### config.mk
export PLATFORM = sky130hd
export DESIGN_NAME = up_counter_cascade
export DESIGN_NICKNAME = d
export VERILOG_FILES = /design/src/rtl/counter_pkg.sv /design/src/rtl/up_counter_cascade_digit.sv /design/src/rtl/up_counter_cascade.sv
export SDC_FILE = /design/constraint.sdc
export NUM_CORES = 1
export LEC_CHECK = 0
export ABC_AREA = 1
export CORE_MARGIN = 2
export CORE_UTILIZATION = 45
export DETAILED_ROUTE_END_ITERATION = 16
export HOLD_SLACK_MARGIN = 0.06
export PLACE_DENSITY = 0.77
export REMOVE_ABC_BUFFERS = 1
export SYNTH_ARGS = -nofsm -noshare
export SYNTH_HDL_FRONTEND = slang
export SYNTH_SLANG_ARGS = --single-unit
### constraint.sdc
create_clock -name clk -period 3.02 [get_ports clk]
set_clock_uncertainty 0.2 [all_clocks]
set_input_delay 0.755 -clock clk [delete_from_list [all_inputs] [get_ports clk]]
set_output_delay 0.755 -clock clk [all_outputs]
set_load 0.03 [all_outputs]
### src/rtl/counter_pkg.sv
// Shared constants and elaboration helpers for the cascadable up counter family.
package counter_pkg;

    // Common per-digit moduli.
    localparam int RADIX_BCD         = 10;
    localparam int RADIX_HEX         = 16;
    localparam int RADIX_SEXAGESIMAL = 60;   // needs DIGIT_W >= 6

    // Ceiling log2 usable in constant expressions.
    function automatic int clog2(input int value);
        int result;
        int rem;
        result = 0;
        rem    = value - 1;
        while (rem > 0) begin
            result = result + 1;
            rem    = rem >>> 1;
        end
        return result;
    endfunction

    // True when a digit of digit_w bits can hold every value 0..radix-1.
    function automatic bit radix_fits(input int radix, input int digit_w);
        return (radix >= 2) && (clog2(radix) <= digit_w);
    endfunction

endpackage : counter_pkg

### src/rtl/up_counter_cascade_digit.sv
// One counter digit: holds 0..RADIX-1, increments on inc_in, passes carry on at max.
module up_counter_digit
    import counter_pkg::*;
#(
    parameter int RADIX   = RADIX_BCD,
    parameter int DIGIT_W = 4
) (
    input  logic               clk,
    input  logic               rst,
    input  logic               clr,
    input  logic               load,
    input  logic [DIGIT_W-1:0] load_val,
    input  logic               inc_in,
    output logic [DIGIT_W-1:0] q,
    output logic               at_max,
    output logic               inc_out,
    output logic               load_bad
);

    // One extra bit so RADIX == 2**DIGIT_W is representable in the compare.
    localparam logic [DIGIT_W:0]   RADIX_EXT = (DIGIT_W + 1)'(RADIX);
    localparam logic [DIGIT_W-1:0] MAX_VAL   = DIGIT_W'(RADIX - 1);
    localparam logic [DIGIT_W-1:0] ZERO_VAL  = DIGIT_W'(0);
    localparam logic [DIGIT_W-1:0] ONE_VAL   = DIGIT_W'(1);

    logic [DIGIT_W-1:0] count_r;
    logic [DIGIT_W-1:0] load_clean_s;

    // Range check of the incoming load digit, max detect and carry propagation.
    always_comb begin
        load_bad = ({1'b0, load_val} >= RADIX_EXT);
        if (load_bad) begin
            load_clean_s = ZERO_VAL;
        end else begin
            load_clean_s = load_val;
        end
        at_max  = (count_r == MAX_VAL);
        inc_out = inc_in & at_max;
    end

    // Digit register with priority rst > clr > load > increment.
    always_ff @(posedge clk) begin
        if (rst) begin
            count_r <= ZERO_VAL;
        end else if (clr) begin
            count_r <= ZERO_VAL;
        end else if (load) begin
            count_r <= load_clean_s;
        end else if (inc_in) begin
            count_r <= at_max ? ZERO_VAL : (count_r + ONE_VAL);
        end else begin
            count_r <= count_r;
        end
    end

    assign q = count_r;

endmodule : up_counter_digit

### src/rtl/up_counter_cascade.sv
// Synchronous multi-digit up counter with wrap/saturate, terminal count and carry-out.
module up_counter_cascade
    import counter_pkg::*;
#(
    parameter int DIGITS  = 4,
    parameter int RADIX   = RADIX_BCD,
    parameter int DIGIT_W = 4,
    parameter int WRAP    = 1
) (
    input  logic                        clk,
    input  logic                        rst,
    input  logic                        clr,
    input  logic                        load,
    input  logic [DIGITS*DIGIT_W-1:0]   load_val,
    input  logic                        en,
    output logic [DIGITS*DIGIT_W-1:0]   q,
    output logic                        tc,
    output logic                        co,
    output logic                        sat,
    output logic                        ld_err
);

    if (!radix_fits(RADIX, DIGIT_W)) begin : g_bad_radix
        $error("up_counter_cascade: RADIX does not fit in DIGIT_W bits");
    end

    localparam logic WRAP_EN = (WRAP != 0);

    logic [DIGITS-1:0] at_max_s;
    logic [DIGITS-1:0] load_bad_s;
    logic [DIGITS-1:0] inc_chain_s;
    logic              all_max_s;
    logic              count_en_s;
    logic              co_r;
    logic              ld_err_r;

    // Max detect; in saturate mode the carry chain is starved once the count is full.
    always_comb begin
        all_max_s = &at_max_s;
        if (!WRAP_EN && all_max_s) begin
            count_en_s = 1'b0;
        end else begin
            count_en_s = en;
        end
        tc  = en & all_max_s;
        sat = ~WRAP_EN & all_max_s;
    end

    for (genvar i = 0; i < DIGITS; i++) begin : g_digit
        logic inc_in_s;
        if (i == 0) begin : g_first
            assign inc_in_s = count_en_s;
        end else begin : g_next
            assign inc_in_s = inc_chain_s[i-1];
        end

        up_counter_digit #(
            .RADIX   (RADIX),
            .DIGIT_W (DIGIT_W)
        ) u_digit (
            .clk      (clk),
            .rst      (rst),
            .clr      (clr),
            .load     (load),
            .load_val (load_val[i*DIGIT_W +: DIGIT_W]),
            .inc_in   (inc_in_s),
            .q        (q[i*DIGIT_W +: DIGIT_W]),
            .at_max   (at_max_s[i]),
            .inc_out  (inc_chain_s[i]),
            .load_bad (load_bad_s[i])
        );
    end

    // Registered carry-out on wrap and one-cycle flag for a sanitized load.
    always_ff @(posedge clk) begin
        if (rst) begin
            co_r     <= 1'b0;
            ld_err_r <= 1'b0;
        end else if (clr) begin
            co_r     <= 1'b0;
            ld_err_r <= 1'b0;
        end else if (load) begin
            co_r     <= 1'b0;
            ld_err_r <= |load_bad_s;
        end else begin
            co_r     <= WRAP_EN & inc_chain_s[DIGITS-1];
            ld_err_r <= 1'b0;
        end
    end

    assign co     = co_r;
    assign ld_err = ld_err_r;

endmodule : up_counter_cascade

After elaboration in Yosys (flattened, before gate mapping)
Index checks and enable logic that the tools add are counted.
Word-level totals
  bits of input ports: 21
  output and inout bits: 20
  register bits after elaboration: 18
  logic and storage cells: 49
Cells by class
  muxes and demuxes: 16
  reductions and logical operators: 9
  equality and inequality tests: 4
  bitwise logic cells: 6
  add/subtract/negate cells: 4
  magnitude comparators: 4
Operators by type and width (number)
  two-way mux 4 bit: 16
  adder 4 x 1 -> 4 bit (second input constant): 4
  == test 4 bit (second input constant): 4
  >= comparator 4 bit (second input constant): 4
  nonzero test 2 bit: 4
  OR reduction 3 bit: 2
  AND 1 bit: 5
  AND reduction 4 bit: 1
  OR reduction 4 bit: 1
  OR reduction 2 bit: 1
  inverter 1 bit: 1

Logic depth before layout (Yosys ltp)
Gate-level depths: netlist of the first run.
  depth in word-level cells: 6
  mapped depth: 8
  depth with buffers taken out: 8

Cells and area by module
Synthesis of the first run repeated with hierarchy kept, for this count alone.
Second synthesis, totals
  cells, all modules: 228
  area, all modules: 1376.3 µm²
Modules (own cells, without submodules)
  up_counter_digit: times used 4, cells an instance 52, sequential area each 80.1 µm², area each 315.3 µm²
  up_counter_cascade: times used 1, cells an instance 20, sequential area each 40.0 µm², area each 115.1 µm²

Worst setup path after synthesis of the first run
Ideal clock, no wire load.
  kind: input port to output port
  from: in en
  to: out tc
  data required time: 2065 ps
  arrival: 1341 ps
  cell stages on the path: 4
  buffers on the path: 0
  path slack: 724 ps
  cells stage by stage: nand3_2 > nor2_8 > nand4_1 > inv_1
Between the ends
  cells in the longest elaborated chain, start to end: 1
Ends and longest elaborated chain
  from (decl): RTL line up_counter_cascade.sv:15  | input logic en,
  AND 1 bit: RTL line up_counter_cascade.sv:45  | tc = en & all_max_s;
  to (decl): RTL line up_counter_cascade.sv:17  | output logic tc,
Every way passes these cells.

Worst setup path after layout of the first run
Ends and elaborated chain as after synthesis.

==> run summary, run 1 <==
* 41 — number of placed I/O pins
* 0 — post-cts hold buffer count
* register to register — class of the tightest hold or removal check
* 1,203 — via count of the first global-routing pass
* 0.299 — area fraction of the dominant cell type after synthesis
* 191 — gate count after technology mapping
* 0 — final hold vios
* 5.35 — Vias/cell
* 3 — CTS Buf Count
* 18 — site row count
* sky130_fd_sc_hd__clkbuf_4 — root cell of the clock tree
* 39 — count of input and output buffers
* 0.11 ns — clock slew seen by the registers of the worst setup and hold paths
* sky130_fd_sc_hd__nand2_1 — cell with the most instances after synthesis
* sky130_fd_sc_hd__dfxtp_1 — primary flip-flop cell chosen by synthesis mapping
* 26 — pin count of the biggest net entering global routing
* 3110 µm² — die area
* 0 ns — setup TNS
* 0.299 — register area share after synthesis
* 191 µV — Peak supply drop
* 1.58 ns — reg-to-reg slack, setup
* 0 — fin. max-slew vios
* 36.8% — layout overhead on the synthesized area
* 0 — global route overflow
* sky130_fd_sc_hd__dfxtp_1 — most area-hungry cell type in the Yosys netlist
* 0 — DRC violations left
* 0 — antenna violations before repair
* no — unrepaired setup endpoints after global routing
* 0.319 ns — final hold slack
* 2.06 ns — required time at the worst-slack endpoint
* 6.31 µm² — Avg Cell Area, Syn
* output pin — kind of capture point of the worst setup path
* 319 nW/µm² — total power density per cell area
* input pin — Startpoint Class
* 1 — htree depth
* 1,396 — overall via count from detail_route
* 3060 µm — total length of routed wires
* 0.196 — total routing resource utilization after global routing
* 0 — Post-synth EDFFs
* input pin to output pin — Critical Setup Path Class
* g_digit[3].u_digit.q[0] — terminus of the critical flop-to-flop path
* done — clock tree from TritonCTS
* 0 — post-CTS setup buffer count
* sky130_fd_sc_hd__dfxtp_1 (30%), sky130_fd_sc_hd__nand2_1 (14%), sky130_fd_sc_hd__nand3_1 (12%) — cell types occupying the most area after synthesis
* sky130_fd_sc_hd__nand2_1 (45), sky130_fd_sc_hd__nand3_1 (28), sky130_fd_sc_hd__inv_1 (22) — top cells by instance count after synthesis
* 18 — flop and latch count out of synthesis
* 1210 µm² — post-synthesis instance area
* 2310 µm — HPWL reported at the end of detailed placement
* 5 — peak fanout along the critical path
* finished clean — result of the run
* 2500 µm² — area of the core
* 253 — Layout Nets
* 47 — initial detailed-routing violation count
* en — Worst Setup SP
* 2 — Max Buffers Root-to-Sink
* 4 — DRT Pass-1 Iters
* 0.960 — share of the cycle needed by the critical path after routing
* 0 — DRT antenna net count
* 0.128 ns — worst slack after detailed placement
* 0.345 GHz — highest clock rate
* 0.122 ns — worst path setup slack after routing
* 0.482 — initial core utilization
* 6 — logic depth of the worst register-to-register path
* 0.30 ns — insertion delay to the later sink of the worst-skew pair
* 0 — setup violation total in the final timing report
* 0 — Antenna Cells
* 55.8 µm — Die Y-Extent
* 0 — post-cts sizing count
* 5000 µm — wire length of the first global-routing pass
* 18 — total clock sinks
* g_digit[1].u_digit.q[0] — Critical R2R Launch
* 0.669 nW — leakage
* 0 — number of max-cap violations
* 11.7 µm — routed wirelength normalized by instance count
* tc — crit path to
* 0 — asr flop ratio synth
* 526 µW — Overall Power
* 55.8 µm — die width
* 1.94 ns — crit path DAT
* 0.889 — routability-driven placement congestion ratio
* 0.104 — share of final-layout standard cells stronger than drive strength 1
* 27 — Yosys cell types
* 2.90 ns — clock period minus final worst setup slack
* 0 — Syn. warnings
-- routing by layer --
metal / global-route usage / up-vias / share of wire
met5: 0 / - / 0
met3: 0.0442 / 8 / 0.078
li1: - / 704 / -
met4: 0.0836 / 0 / 0.014
met2: 0.333 / 60 / 0.46
met1: 0.237 / 624 / 0.45
-- layout make-up --
cell class	count	area, µm²
Fill cell	238	850
Multi-Input combinational cell	140	706
Timing Repair Buffer	41	403
Sequential cell	18	360
Inverter	28	108
Tap cell	30	37.5
Clock buffer	4	36.3
-- cells in the final DEF, fill, tap and decap left out, types with 2 or more instances in the layout --
cell type,synthesis,layout
sky130_fd_sc_hd__nor2_1,10,10
sky130_fd_sc_hd__nand4_1,4,4
sky130_fd_sc_hd__clkbuf_4,0,3
sky130_fd_sc_hd__nor2_2,3,3
sky130_fd_sc_hd__a21oi_1,16,16
sky130_fd_sc_hd__nand2_2,3,3
sky130_fd_sc_hd__nor3_1,2,2
sky130_fd_sc_hd__o21ai_0,15,15
sky130_fd_sc_hd__inv_2,4,4
sky130_fd_sc_hd__buf_4,3,3
sky130_fd_sc_hd__dfxtp_1,18,18
sky130_fd_sc_hd__clkdlybuf4s50_1,0,38
sky130_fd_sc_hd__o21ai_1,3,3
sky130_fd_sc_hd__nand2_1,45,45
sky130_fd_sc_hd__inv_1,22,22
sky130_fd_sc_hd__nand3_1,28,28
sky130_fd_sc_hd__nand2_4,2,2
-- kinds of logic (layout without fill, tap and decap cells) --
| kind of cell | after synthesis | in the layout | synth area share |
|---|---|---|---|
| compound gates | 36 | 36 | 0.154 |
| xor+xnor | 1 | 1 | 0.00726 |
| buf+inv | 33 | 73 | 0.116 |
| flops | 18 | 18 | 0.299 |
| other cells | 1 | 1 | 0.00311 |
| simple gates | 102 | 102 | 0.421 |
-- through the flow --
| step | std cells | cell area, µm² | utilization |
|---|---|---|---|
| global placement | 257 | 1610 | 0.646 |
| floorplan | 186 | 1170 | - |
| CTS | 261 | 1650 | 0.660 |
| detailed placement | 257 | 1610 | 0.646 |
| finish | 261 | 1650 | 0.660 |
| global route | 261 | 1650 | 0.660 |
-- worst max-delay path, cell delays in order --
cell and delay [ns]:
sky130_fd_sc_hd__clkdlybuf4s50_1 0.52, sky130_fd_sc_hd__nand3_2 0.15, sky130_fd_sc_hd__nor2_8 0.16, sky130_fd_sc_hd__nand4_1 0.12, sky130_fd_sc_hd__inv_1 0.08, sky130_fd_sc_hd__buf_4 0.15
-- state kept, by name (all words and copies together) (netlist names) --
| signal | count |
|---|---|
| co | 1 |
| ld_err | 1 |
| g_digit.u_digit.q | 16 |
-- power breakdown --
part | total, mW | switching (mW) | internal [mW]
combinational | 0.119 | 0.0655 | 0.0535
sequential | 0.252 | 0.00859 | 0.244
clock | 0.155 | 0.0813 | 0.0735
total | 0.526 | 0.155 | 0.371
-- worst min path at each step --
stage / start / endpoint / slack [ns] / depth (start not counted)
floorplan: g_digit[0].u_digit.q[1] / g_digit[0].u_digit.q[1] / 0.41 / 2
global placement: g_digit[0].u_digit.q[1] / g_digit[0].u_digit.q[1] / 0.29 / 2
detailed placement: g_digit[0].u_digit.q[1] / g_digit[0].u_digit.q[1] / 0.30 / 2
CTS: g_digit[0].u_digit.q[1] / g_digit[0].u_digit.q[1] / 0.31 / 2
global route: g_digit[0].u_digit.q[1] / g_digit[0].u_digit.q[1] / 0.33 / 2
finish: g_digit[0].u_digit.q[1] / g_digit[0].u_digit.q[1] / 0.32 / 2
(Power assumes the default switching activity.)
==> inputs of run 2 (changes only) <==
CORE_MARGIN = 8   (was 2)
CTS_CLUSTER_DIAMETER = 80   (was default)
==> run summary, run 2 (synthesis results as in run 1) <==
* 16 — flip-flop count of the largest register after layout
* 0 — setup violation total in the final timing report
* 2500 µm — HPWL reported at the end of detailed placement
* 1,266 — via count of the first global-routing pass
* 5.36 — Vias/cell
* 0 — DRC violations left
* 67.8 µm — Die Y-Extent
* 3230 µm — total length of routed wires
* sky130_fd_sc_hd__nand2_1 (45), sky130_fd_sc_hd__clkdlybuf4s50_1 (38), sky130_fd_sc_hd__nand3_1 (28) — commonest cells after routing, fill and taps aside
* 0 — post-CTS setup buffer count
* 39 — count of input and output buffers
* 18 — site row count
* 236 — filler cell count in the final layout
* 0 — number of max-cap violations
* 1,398 — overall via count from detail_route
* g_digit[3].u_digit.q[0] — terminus of the critical flop-to-flop path
* 0.907 — routability-driven placement congestion ratio
* 67.8 µm — die width
* 0 — post-cts hold buffer count
* 0 — antenna violations before repair
* 12.4 µm — routed wirelength normalized by instance count
* g_digit[0].u_digit.q[1] — hold wc startpoint
* 0 ns — setup TNS
* 0 — final hold vios
* 5 — peak fanout along the critical path
* 41 — number of placed I/O pins
* sky130_fd_sc_hd__nand2_1 — commonest non-fill, non-tap cell in the layout
* finished clean — result of the run
* 2 — Max Buffers Root-to-Sink
* 0.30 ns — insertion delay to the later sink of the worst-skew pair
* 0.660 — post-route core utilization
* 317 nW/µm² — total power density per cell area
* 216 µV — Peak supply drop
* 3 — CTS Buf Count
* 105 — initial detailed-routing violation count
* 1610 µm² — area after detailed placement
* 0.312 ns — final hold slack
* 0.11 ns — clock slew seen by the registers of the worst setup and hold paths
* 1.58 ns — reg-to-reg slack, setup
* g_digit[0].u_digit.q[1] — sink of the worst hold path
* 2500 µm² — area of the core
* 2 — Cells on Worst Hold Path
* 0.141 — total routing resource utilization after global routing
* 26 — pin count of the biggest net entering global routing
* sky130_fd_sc_hd__clkbuf_4 — root cell of the clock tree
* 0.104 — share of final-layout standard cells stronger than drive strength 1
* 0.349 GHz — highest clock rate
* 1.91 ns — crit path DAT
* 0.149 ns — worst slack after detailed placement
* 0.669 nW — leakage
* 1 — htree depth
* 0.156 ns — worst path setup slack after routing
* 4 — DRT Pass-1 Iters
* output pin — kind of capture point of the worst setup path
* 1650 µm² — cell area after layout
* 4590 µm² — die area
* 18 — total clock sinks
* 36.8% — layout overhead on the synthesized area
* 0 — global route overflow
* done — clock tree from TritonCTS
* 0 — fin. max-slew vios
* 2.86 ns — clock period minus final worst setup slack
* no — unrepaired setup endpoints after global routing
* g_digit[2].u_digit.q[0] — Critical R2R Launch
* 6 — logic depth of the worst register-to-register path
* 0 — DRT antenna net count
* 0.948 — share of the cycle needed by the critical path after routing
* 523 µW — Overall Power
* 253 — Layout Nets
* input pin — Startpoint Class
* 257 — placed instance count
* input pin to output pin — Critical Setup Path Class
* register to register — class of the tightest hold or removal check
* 261 — filler-free cell count of the finished design
* 2.06 ns — required time at the worst-slack endpoint
* 0 — Antenna Cells
* 0.482 — initial core utilization
* 5200 µm — wire length of the first global-routing pass
* 0 — post-cts sizing count
==> run 2: cell counts in the layout (fill, tap and decap cells not counted) <==
Identical to the previous run, type by type.
==> run 2: routing by layer <==
layer	share of wire	GRT usage	up-vias
met4	0.011	0.0614	0
met5	0	0	-
met1	0.46	0.169	638
li1	-	-	707
met3	0.073	0.0364	5
met2	0.46	0.233	48
==> run 2: cell type report <==
| class | instances | area [µm²] | share of cell area |
|---|---|---|---|
| Sequential cell | 18 | 360 | 0.218 |
| Inverter | 28 | 108 | 0.0652 |
| Timing Repair Buffer | 41 | 403 | 0.244 |
| Clock buffer | 4 | 36.3 | 0.0220 |
| Tap cell | 30 | 37.5 | 0.0227 |
| Multi-Input combinational cell | 140 | 706 | 0.428 |
==> run 2: worst max-delay path by stage <==
stage	from	endpoint	slack [ns]	cells after the start
3_5_place_dp	en	tc	0.15	6
3_3_place_gp	en	tc	0.18	6
6_report	en	tc	0.16	6
4_1_cts	en	tc	0.14	6
5_1_grt	en	tc	0.06	6
2_1_floorplan	en	tc	0.72	4
==> run 2: power breakdown <==
part	leakage (nW)	switching, mW	internal (mW)
clock	0.0210	0.0784	0.0735
combinational	0.502	0.0658	0.0535
sequential	0.146	0.00846	0.244
total	0.669	0.153	0.371
==> run 2: worst max-delay path, stage by stage <==
cell	delay, ns
sky130_fd_sc_hd__clkdlybuf4s50_1	0.51
sky130_fd_sc_hd__nand3_2	0.13
sky130_fd_sc_hd__nor2_8	0.15
sky130_fd_sc_hd__nand4_1	0.12
sky130_fd_sc_hd__inv_1	0.08
sky130_fd_sc_hd__buf_4	0.15
